<file path="config.mk">
export PLATFORM = sky130hd
export DESIGN_NAME = uart_rx_fifo
export DESIGN_NICKNAME = d
export VERILOG_FILES = /design/src/rtl/uart_pkg.sv /design/src/rtl/uart_fifo_mem.sv /design/src/rtl/uart_rx_fifo.sv
export SDC_FILE = /design/constraint.sdc
export NUM_CORES = 1
export LEC_CHECK = 0
export CAP_MARGIN = 30
export CORE_MARGIN = 5
export CORE_UTILIZATION = 25
export CTS_BUF_LIST = sky130_fd_sc_hd__clkbuf_8
export CTS_CLUSTER_DIAMETER = 60
export CTS_CLUSTER_SIZE = 10
export DETAILED_ROUTE_END_ITERATION = 6
export GPL_TIMING_DRIVEN = 0
export PLACE_DENSITY = 0.42
export SLEW_MARGIN = 30
export SYNTH_ARGS = -nofsm -noshare
export SYNTH_HDL_FRONTEND = slang
export SYNTH_SLANG_ARGS = --single-unit
export TNS_END_PERCENT = 10
</file>
<file path="constraint.sdc">
create_clock -name clk -period 7.9 [get_ports clk]
set_clock_uncertainty 0.05 [all_clocks]
set_input_delay 1.975 -clock clk [delete_from_list [all_inputs] [get_ports clk]]
set_output_delay 1.975 -clock clk [all_outputs]
set_load 0.005 [all_outputs]
</file>
<file path="src/rtl/uart_pkg.sv">
// Shared constants for the UART receive path: FIFO entry layout and level width.
package uart_pkg;
  localparam int BYTE_W   = 8;
  localparam int ENTRY_W  = 9;          // {perr, byte}
  localparam int BYTE_LSB = 0;
  localparam int BYTE_MSB = 7;
  localparam int PERR_BIT = 8;

  // Level counter must hold 0..depth inclusive.
  function automatic int level_w(input int depth);
    return $clog2(depth) + 1;
  endfunction
endpackage

</file>
<file path="src/rtl/uart_fifo_mem.sv">
// Flop register file: one synchronous write port, one asynchronous read port.
module uart_fifo_mem #(
  parameter int DEPTH = 16,
  parameter int W     = 9,
  parameter int AW    = $clog2(DEPTH)
) (
  input  logic          clk,
  input  logic          i_we,
  input  logic [AW-1:0] i_waddr,
  input  logic [W-1:0]  i_wdata,
  input  logic [AW-1:0] i_raddr,
  output logic [W-1:0]  o_rdata
);
  logic [W-1:0] r_mem [DEPTH];

  // Storage is intentionally unreset; the FIFO masks stale entries by count.
  always_ff @(posedge clk) begin
    if (i_we) r_mem[i_waddr] <= i_wdata;
  end

  assign o_rdata = r_mem[i_raddr];
endmodule

</file>
<file path="src/rtl/uart_rx_fifo.sv">
// Receive FIFO between the UART receiver and the register interface.
// Show-ahead head entry, level/full/almost-full flags, sticky overflow.
module uart_rx_fifo
  import uart_pkg::*;
#(
  parameter int DEPTH       = 16,
  parameter int AFULL_LEVEL = 12
) (
  input  logic                        clk,
  input  logic                        reset,
  input  logic                        fifo_write_n,
  input  logic [BYTE_W-1:0]           rx_byte,
  input  logic                        parity_err_in,
  input  logic                        read_rx_byte,
  input  logic                        clear_overflow,
  output logic [BYTE_W-1:0]           rx_data,
  output logic                        rx_data_perr,
  output logic                        rx_ready,
  output logic                        fifo_full,
  output logic                        almost_full,
  output logic [level_w(DEPTH)-1:0]   fifo_level,
  output logic                        overflow
);
  localparam int AW = $clog2(DEPTH);
  localparam int LW = level_w(DEPTH);

  logic [AW-1:0]      r_wr_ptr, r_rd_ptr;
  logic [LW-1:0]      r_count;
  logic               r_overflow;

  logic               w_wr_req, w_full, w_empty;
  logic               w_pop, w_accept, w_drop;
  logic [ENTRY_W-1:0] w_wdata, w_rdata;

  assign w_wr_req = ~fifo_write_n;
  assign w_full   = (r_count == LW'(DEPTH));
  assign w_empty  = (r_count == '0);
  // A pop on an empty FIFO is ignored, so a same-cycle write into an empty FIFO
  // simply lands; a pop on a full FIFO frees the slot for the same-cycle write.
  assign w_pop    = read_rx_byte & ~w_empty;
  assign w_accept = w_wr_req & (~w_full | w_pop);
  assign w_drop   = w_wr_req & w_full & ~w_pop;

  assign w_wdata = {parity_err_in, rx_byte};

  uart_fifo_mem #(.DEPTH(DEPTH), .W(ENTRY_W), .AW(AW)) u_mem (
    .clk     (clk),
    .i_we    (w_accept),
    .i_waddr (r_wr_ptr),
    .i_wdata (w_wdata),
    .i_raddr (r_rd_ptr),
    .o_rdata (w_rdata)
  );

  // Pointers wrap naturally since DEPTH is a power of two; count tracks fill.
  always_ff @(posedge clk or posedge reset) begin
    if (reset) begin
      r_wr_ptr <= '0;
      r_rd_ptr <= '0;
      r_count  <= '0;
    end else begin
      if (w_accept) r_wr_ptr <= r_wr_ptr + AW'(1);
      if (w_pop)    r_rd_ptr <= r_rd_ptr + AW'(1);
      if (w_accept && !w_pop)      r_count <= r_count + LW'(1);
      else if (w_pop && !w_accept) r_count <= r_count - LW'(1);
    end
  end

  // Sticky overflow; a drop in the same cycle as a clear wins.
  always_ff @(posedge clk or posedge reset) begin
    if (reset)               r_overflow <= 1'b0;
    else if (w_drop)         r_overflow <= 1'b1;
    else if (clear_overflow) r_overflow <= 1'b0;
  end

  // Outputs decode from registers only; head data is hidden while empty.
  assign rx_ready     = ~w_empty;
  assign rx_data      = w_empty ? '0   : w_rdata[BYTE_MSB:BYTE_LSB];
  assign rx_data_perr = w_empty ? 1'b0 : w_rdata[PERR_BIT];
  assign fifo_full    = w_full;
  assign almost_full  = (r_count >= LW'(AFULL_LEVEL));
  assign fifo_level   = r_count;
  assign overflow     = r_overflow;
endmodule
</file>
==> results.cfg <==
[drt]
routed-via-count = 3149
drc_errors = 0
drtIter0Drc = 122
routed_via_density = 4.355
wl_per_cell_um = 20.39
first_pass_iters = 4
routed_wl_mm = 14.74
ant_nets = 0

[floorplanning]
die_y_um = 170.5
rows = 58
coreArea_mm2 = 0.02525
ios = 32
die_x_um = 170.5
initial_core_util_pct = 25.50
die_area_mm2 = 0.02906

[critical_path]
worstReg2RegStart = fifo_level[0]
required_ns = 5.88
path_cells = buf_4 > buf_4 > mux4_2 > mux2i_1 > a21oi_1 > clkdlybuf4s50_1
r2r_cells = 10
crit_fanout = 10
regToRegEndpoint = fifo_level[4]
critical_path_arrival_ns = 2.79
critPathMaxStageDelay_ns = 0.59
ff2ff_setup_slack_ns = 4.80
start_kind = flop
critPathSlowestCell = mux4_2
critPathLaunch = r_rd_ptr[0]
endpoint_kind = primary output
path_class = flop to primary output
crit_top_cell = buf_4

[clocking]
cts_tree = yes
postCtsSetupBuffers = 0
cts_htree_levels = 4
clk_pin_slew_worst_paths_ns = 0.08
cts_root_buf = clkbuf_8
cts_buffers = 17
clock-sinks = 158
cts_buffer_depth = 2
clkLatencyLatePin_ns = 0.44
cts_resized = 0
ctsHoldBuffers = 0

[worst_hold_path]
hold_end = overflow
min_from = overflow
min-delay-path-class = flop to flop
holdPathStages = 2

[synthesis]
synthCells = 330
synth_cell_types = 33
synth_top_area_share_pct = 67.16
yosys-top-cells-area = edfxtp_1, mux4_2, dfrtp_1
synth_nets = 355
yosysSeqAreaShare_pct = 72.60
syn-mean-instance-area_um2 = 19.51
synth.largest_area_cell = edfxtp_1
synth_seq_cells = 158
syn_area_mm2 = 0.006439
synth_warnings = 0

[finish]
drive_gt1_share_pct = 21.63
diodes = 0
final_common_cell = edfxtp_1
areaGrowthSynthToFinish_pct = 18.44
final_cell_mix = edfxtp_1, mux4_2, clkdlybuf4s50_1
nNetsFinal = 406
fillers = 2490

[timing]
hold_viol = 0
slew_headroom_pct = 48.34
post-route-min-period_ns = 4.812
setup_violations = 0
hold_slack_ns = 0.4930
tightest_slew_ns = 0.7725
min_period_over_period_pct = 60.91
drv_slew = 0
rsz0062_at_grt = false
clock.fmax_mhz = 207.8
final.setup.tns_ns = 0

[pwr]
leakagePower_nw = 2.536
finalPower_mw = 2.724
ir_drop_mv = 0.1572
power_density_mw_per_mm2 = 357.3

[run_status]
status = complete, no violations

[grt]
antenna_found_initial = 0
grt_pass1_wl_mm = 22.16
grt_max_degree = 17
grt_pass1_vias = 3406
overflow = 0
grt_use_total_pct = 10.71

[placed_design]
place_hpwl_mm = 9.640
gp_congestion = 0.7208
port_buffers = 31

[run]
drv_cap = 0
## sequential cells by signal, indices dropped and copies added, names as in the netlist
register and cells:
r_wr_ptr 4, u_mem.r_mem 144, r_rd_ptr 4, overflow 1, fifo_level 5
## cell type report
class / instances / area [µm²] / area share, %
flip-flops and latches: 158 / 4674 / 61.30
multi-input cells: 147 / 1647 / 21.59
well taps: 330 / 412.9 / 5.414
repair buffers: 32 / 317.8 / 4.167
clock buffers: 17 / 234.0 / 3.068
clock inverters: 14 / 217.7 / 2.855
plain buffers: 16 / 88.84 / 1.165
inverters: 9 / 33.78 / 0.4430
## worst max-delay path by stage
stage	end	cells past startpoint
2_1_floorplan	fifo_level[4]	10
3_5_place_dp	fifo_level[4]	11
5_1_grt	rx_data[2]	6
6_report	rx_data[3]	6
3_3_place_gp	u_mem.r_mem[3][4]	6
4_1_cts	rx_data[3]	6
## synthesized netlist by cell type
master / count
nor2b_1: 4
buf_6: 2
o21a_1: 1
o21ai_0: 3
mux2_2: 10
nor2_1: 1
a21oi_1: 11
o21ai_1: 9
buf_2: 5
mux2i_1: 10
o311ai_0: 1
nand2_1: 10
nand3_1: 3
buf_4: 2
nor4_1: 1
inv_1: 9
o211ai_1: 3
mux4_2: 35
edfxtp_1: 144
xor2_1: 1
or3_1: 2
o22ai_1: 1
nor3_1: 1
fa_1: 1
and2_1: 2
clkbuf_1: 7
xnor2_1: 8
mux4_1: 1
dfrtp_1: 14
and3_1: 16
ha_1: 10
a31oi_1: 1
nand4_1: 1
## power by group
group / internal, mW / total (mW) / switching [mW] / leakage (nW)
sequential: 1.02 / 1.08 / 0.0541 / 1.47
clock: 0.377 / 0.681 / 0.304 / 0.231
combinational: 0.480 / 0.966 / 0.486 / 0.836
total: 1.88 / 2.72 / 0.845 / 2.54
## critical path: cells and delay by family (launching register included)
family | cells | cell delay (ns)
mux | 2 | 0.81
flops | 1 | 0.39
compound gates | 1 | 0.11
buf+inv | 3 | 1.02
## per-stage QoR
stage | area, µm² | setup WS (ns) | util, % | std cells
2_1_floorplan | 6439 | 4.039 | - | 330
3_3_place_gp | 7162 | 2.559 | 28.36 | 691
3_5_place_dp | 7174 | 2.827 | 28.41 | 692
4_1_cts | 7626 | 2.971 | 30.20 | 723
5_1_grt | 7626 | 2.850 | 30.20 | 723
6_report | 7626 | 3.088 | 30.20 | 723
## per-layer routing
metal	routed length (µm)	up-vias	global-route usage, %
met5	0	-	0
met4	149	0	2.604
met3	479	9	2.625
met2	6784	50	16.13
met1	7327	1660	15.63
li1	-	1430	-
## logic make-up after synthesis
group	share of synthesized area [%]
AO/OA/AOI/OAI	2.585
XOR/XNOR	1.224
adder cells (fa/ha/maj)	2.254
buffers and inverters	1.904
flip-flops	72.60
multiplexers	15.95
AND/OR/NAND/NOR	3.478
No activity file was read; power rests on OpenSTA's default activity.
==> RTL edit (same settings) <==
`AFULL_LEVEL`: 12 -> 11.
--- a/src/rtl/uart_rx_fifo.sv
+++ b/src/rtl/uart_rx_fifo.sv
@@ -5,5 +5,5 @@
 #(
   parameter int DEPTH       = 16,
-  parameter int AFULL_LEVEL = 12
+  parameter int AFULL_LEVEL = 11
 ) (
   input  logic                        clk,
Check against the original RTL: same outputs for any inputs over 4 cycles, from zero or initial values and one cycle with reset high; that may be too few to reach the edited logic, so the function may still have changed.
==> RTL edit against the unedited design <==
  * Non-clock buffer count stayed put
  * Register-to-register slack got worse by 0.32 ns
  * Area after synthesis up 0.64%
  * Total power is 3.8% lower
  * Worst hold slack worse by 0.0010 ns
  * Combinational power shrank 1%
  * Fmax down 1.9%
  * Final area fell by 0.23%
  * First-iteration DRC count rose by 53%
  * Wire length fell by 1.2%
  * Sequential share of layout area grew 0.14 points
  * Worst setup slack worse by 0.094 ns
  * Cell count unchanged
  * Sequential cell count is the same
  * Critical endpoint is now fifo_level[4]$_DFFE_PP0P_
  * Largest cell class unchanged
==> RTL edit: results (changes against the unedited design) <==
The count of yosys warnings during synthesis was 0 (unchanged). The tree is rooted in a sky130_fd_sc_hd__clkbuf_8. The number of DRC markers after the initial detailed-route iteration was 187 (+53%); the cell leakage power was 2.55 nW (+0.75%).

The number of iterations in the first detailed-routing pass was 4 (unchanged). Ranked by total cell area, the synthesized netlist is headed by sky130_fd_sc_hd__edfxtp_1, sky130_fd_sc_hd__mux4_2, sky130_fd_sc_hd__mux4_1. The number of flip-flops under the largest register name came out at 144 (unchanged).

Among all flip-flop cells after synthesis, the most frequent one is sky130_fd_sc_hd__edfxtp_1. The number of synthesized flops with an enable pin came out at 144 (unchanged). The number of remaining DRC errors is 0 (unchanged), and the number of instances resized during post-cts repair is 0 (unchanged). The largest fanout on the critical path came out at 10 (unchanged). The total instance count after detailed placement is 691 (-0.14%), and the largest net degree at the start of global routing is 17 (unchanged). The worst endpoint data arrival time is 5.21 ns (+2.42 ns), and the sequential share of the synthesized area is 72.1% (-0.46 points). The number of H-tree levels came out at 4 (unchanged).

The flow ran to the end, and the final reports show no timing, DRC or antenna violations. The fraction of synthesis flops using an asynchronous set or reset pin was 8.86% (unchanged); the later-pin clock latency in the skew report was 0.45 ns. The library cell contributing the largest single delay on the critical path was sky130_fd_sc_hd__clkdlybuf4s50_1.

The relative slew slack is 47.5% (-0.81 points), and the post-CTS setup-driven buffer insertion count is 0 (unchanged). The global-route total usage across every layer was 10.5% (-0.24 points); the fraction of final layout cells with drive strength greater than 1 was 19.1% (-2.6 points). The routability-driven placement congestion ratio is 0.676 (-6.3%), and the number of global-route vias before repair is 3457 (+1.5%). The final-stage net count is 399 (-1.7%). The routed wire length per instance works out to 20.1 µm (-1.2%). The register with the most flip-flops in the final layout is u_mem.r_mem. The logs give 36 (+9.1%) for the distinct cell type count of the synthesized netlist and 0 (unchanged) for the final antenna diode count. The number of max-cap violations came out at 0 (unchanged). The maximum single-stage delay on the critical path is 0.59 ns (about the same), and the wire length of the first global-routing pass is 21.9 mm (-0.99%). For the final instance count without filler cells, the log shows 723 (unchanged).

Number of inserted filler cells in the final layout: 2515 (+1.0%). Sorting the synthesized cells by how often they occur yields sky130_fd_sc_hd__edfxtp_1, sky130_fd_sc_hd__mux4_2, sky130_fd_sc_hd__and3_1, sky130_fd_sc_hd__mux4_1, sky130_fd_sc_hd__dfrtp_1. Via count of the routed design: 3182 (+1.0%). The clock-pin slew of the registers on the worst-case setup and hold paths is 0.10 ns (+0.02 ns), and the quantity of I/O buffers inserted on ports is 31 (unchanged). The mean instance size in the synthesized netlist was 20.0 µm² (+2.5%). Initial antenna violation count: 0 (unchanged). The min-delay analysis places its worst path in the category flop to flop. The half-perimeter wire length of the detailed placement result came out at 9.37 mm (-2.8%).

The peak supply drop is 0.154 mV (-2.3%), and the synthesized net count is 348 (-2.0%). Among cell families on the critical path, the largest total delay comes from compound AO/OA/AOI/OAI gates. The maximum count of clock buffers along a single path is 2 (unchanged), and the number of buffers added by the clock tree synthesis step is 17 (unchanged).
-- RTL edit: changes by cell type after synthesis, moves of 3 or more --
| cell | before | now |
|---|---|---|
| sky130_fd_sc_hd__nand2_1 | 10 | 6 |
| sky130_fd_sc_hd__mux4_1 | 1 | 16 |
| sky130_fd_sc_hd__inv_1 | 9 | 6 |
| sky130_fd_sc_hd__o211ai_1 | 3 | 0 |
| sky130_fd_sc_hd__mux4_2 | 35 | 20 |
| sky130_fd_sc_hd__a21o_1 | 0 | 5 |
-- RTL edit: cells by family (layout without fill, tap and decap cells) --
kind of cell    count (synthesis)  after routing  synth area share (%)
compound gates                 33             33                  3.03
xor+xnor                        9              9                  1.22
fa+ha+maj                      10             10                  2.05
buf+inv                        22             86                  1.74
flops                         158            158                  72.1
mux                            56             56                  16.7
simple gates                   36             36                  3.09
-- RTL edit: worst paths after layout --
kind,end,slack (ns),depth (start not counted),from
worst max-delay path,fifo_level[4]$_DFFE_PP0P_,2.99,11,read_rx_byte
worst min-delay path,overflow$_DFFE_PP0P_,0.49,2,overflow$_DFFE_PP0P_
worst max register to register,fifo_level[4]$_DFFE_PP0P_,4.48,10,fifo_level[0]$_DFFE_PP0P_
worst min register to register,overflow$_DFFE_PP0P_,0.49,2,overflow$_DFFE_PP0P_
max in group asynchronous,r_rd_ptr[2]$_DFFE_PP0N_,5.51,2,reset
min in group asynchronous,overflow$_DFFE_PP0P_,1.85,2,reset
-- RTL edit: tightest hold or removal path, delay by kind of cell (launching register included) --
kind,cells,cell delay (ns)
AO/OA/AOI/OAI,1,0.07
buffers and inverters,1,0.05
flip-flops,1,0.39
-- RTL edit: metal layers --
metal	routed length (µm)	global-route usage [%]
met5	0	0
met4	192	3.31
met3	471	2.38
met2	7180	17.2
met1	6730	13.9
-- RTL edit: final cells by class --
cell class / instances / area [µm²] / area share (%)
timing repair buffer: 32 / 318 / 4.18
clock inverter: 15 / 153 / 2.01
multi-input combinational: 144 / 1700 / 22.3
tap: 335 / 419 / 5.51
sequential: 158 / 4670 / 61.4
clock buffer: 17 / 234 / 3.08
inverter: 6 / 22.5 / 0.296
buffer: 16 / 90.1 / 1.18
-- RTL edit: power by group --
group	internal (mW)	switching (mW)
Combinational	0.479	0.476
Clock	0.260	0.326
Sequential	1.02	0.0575
-- RTL edit: per-stage QoR --
| step | setup slack (ns) | area, µm² | hold WS, ns |
|---|---|---|---|
| floorplan | 3.60 | 6480 | 0.462 |
| global placement | 2.53 | 7210 | 0.489 |
| detailed placement | 2.48 | 7220 | 0.477 |
| CTS | 2.88 | 7610 | 0.493 |
| global route | 2.73 | 7610 | 0.555 |
| finish | 2.99 | 7610 | 0.492 |
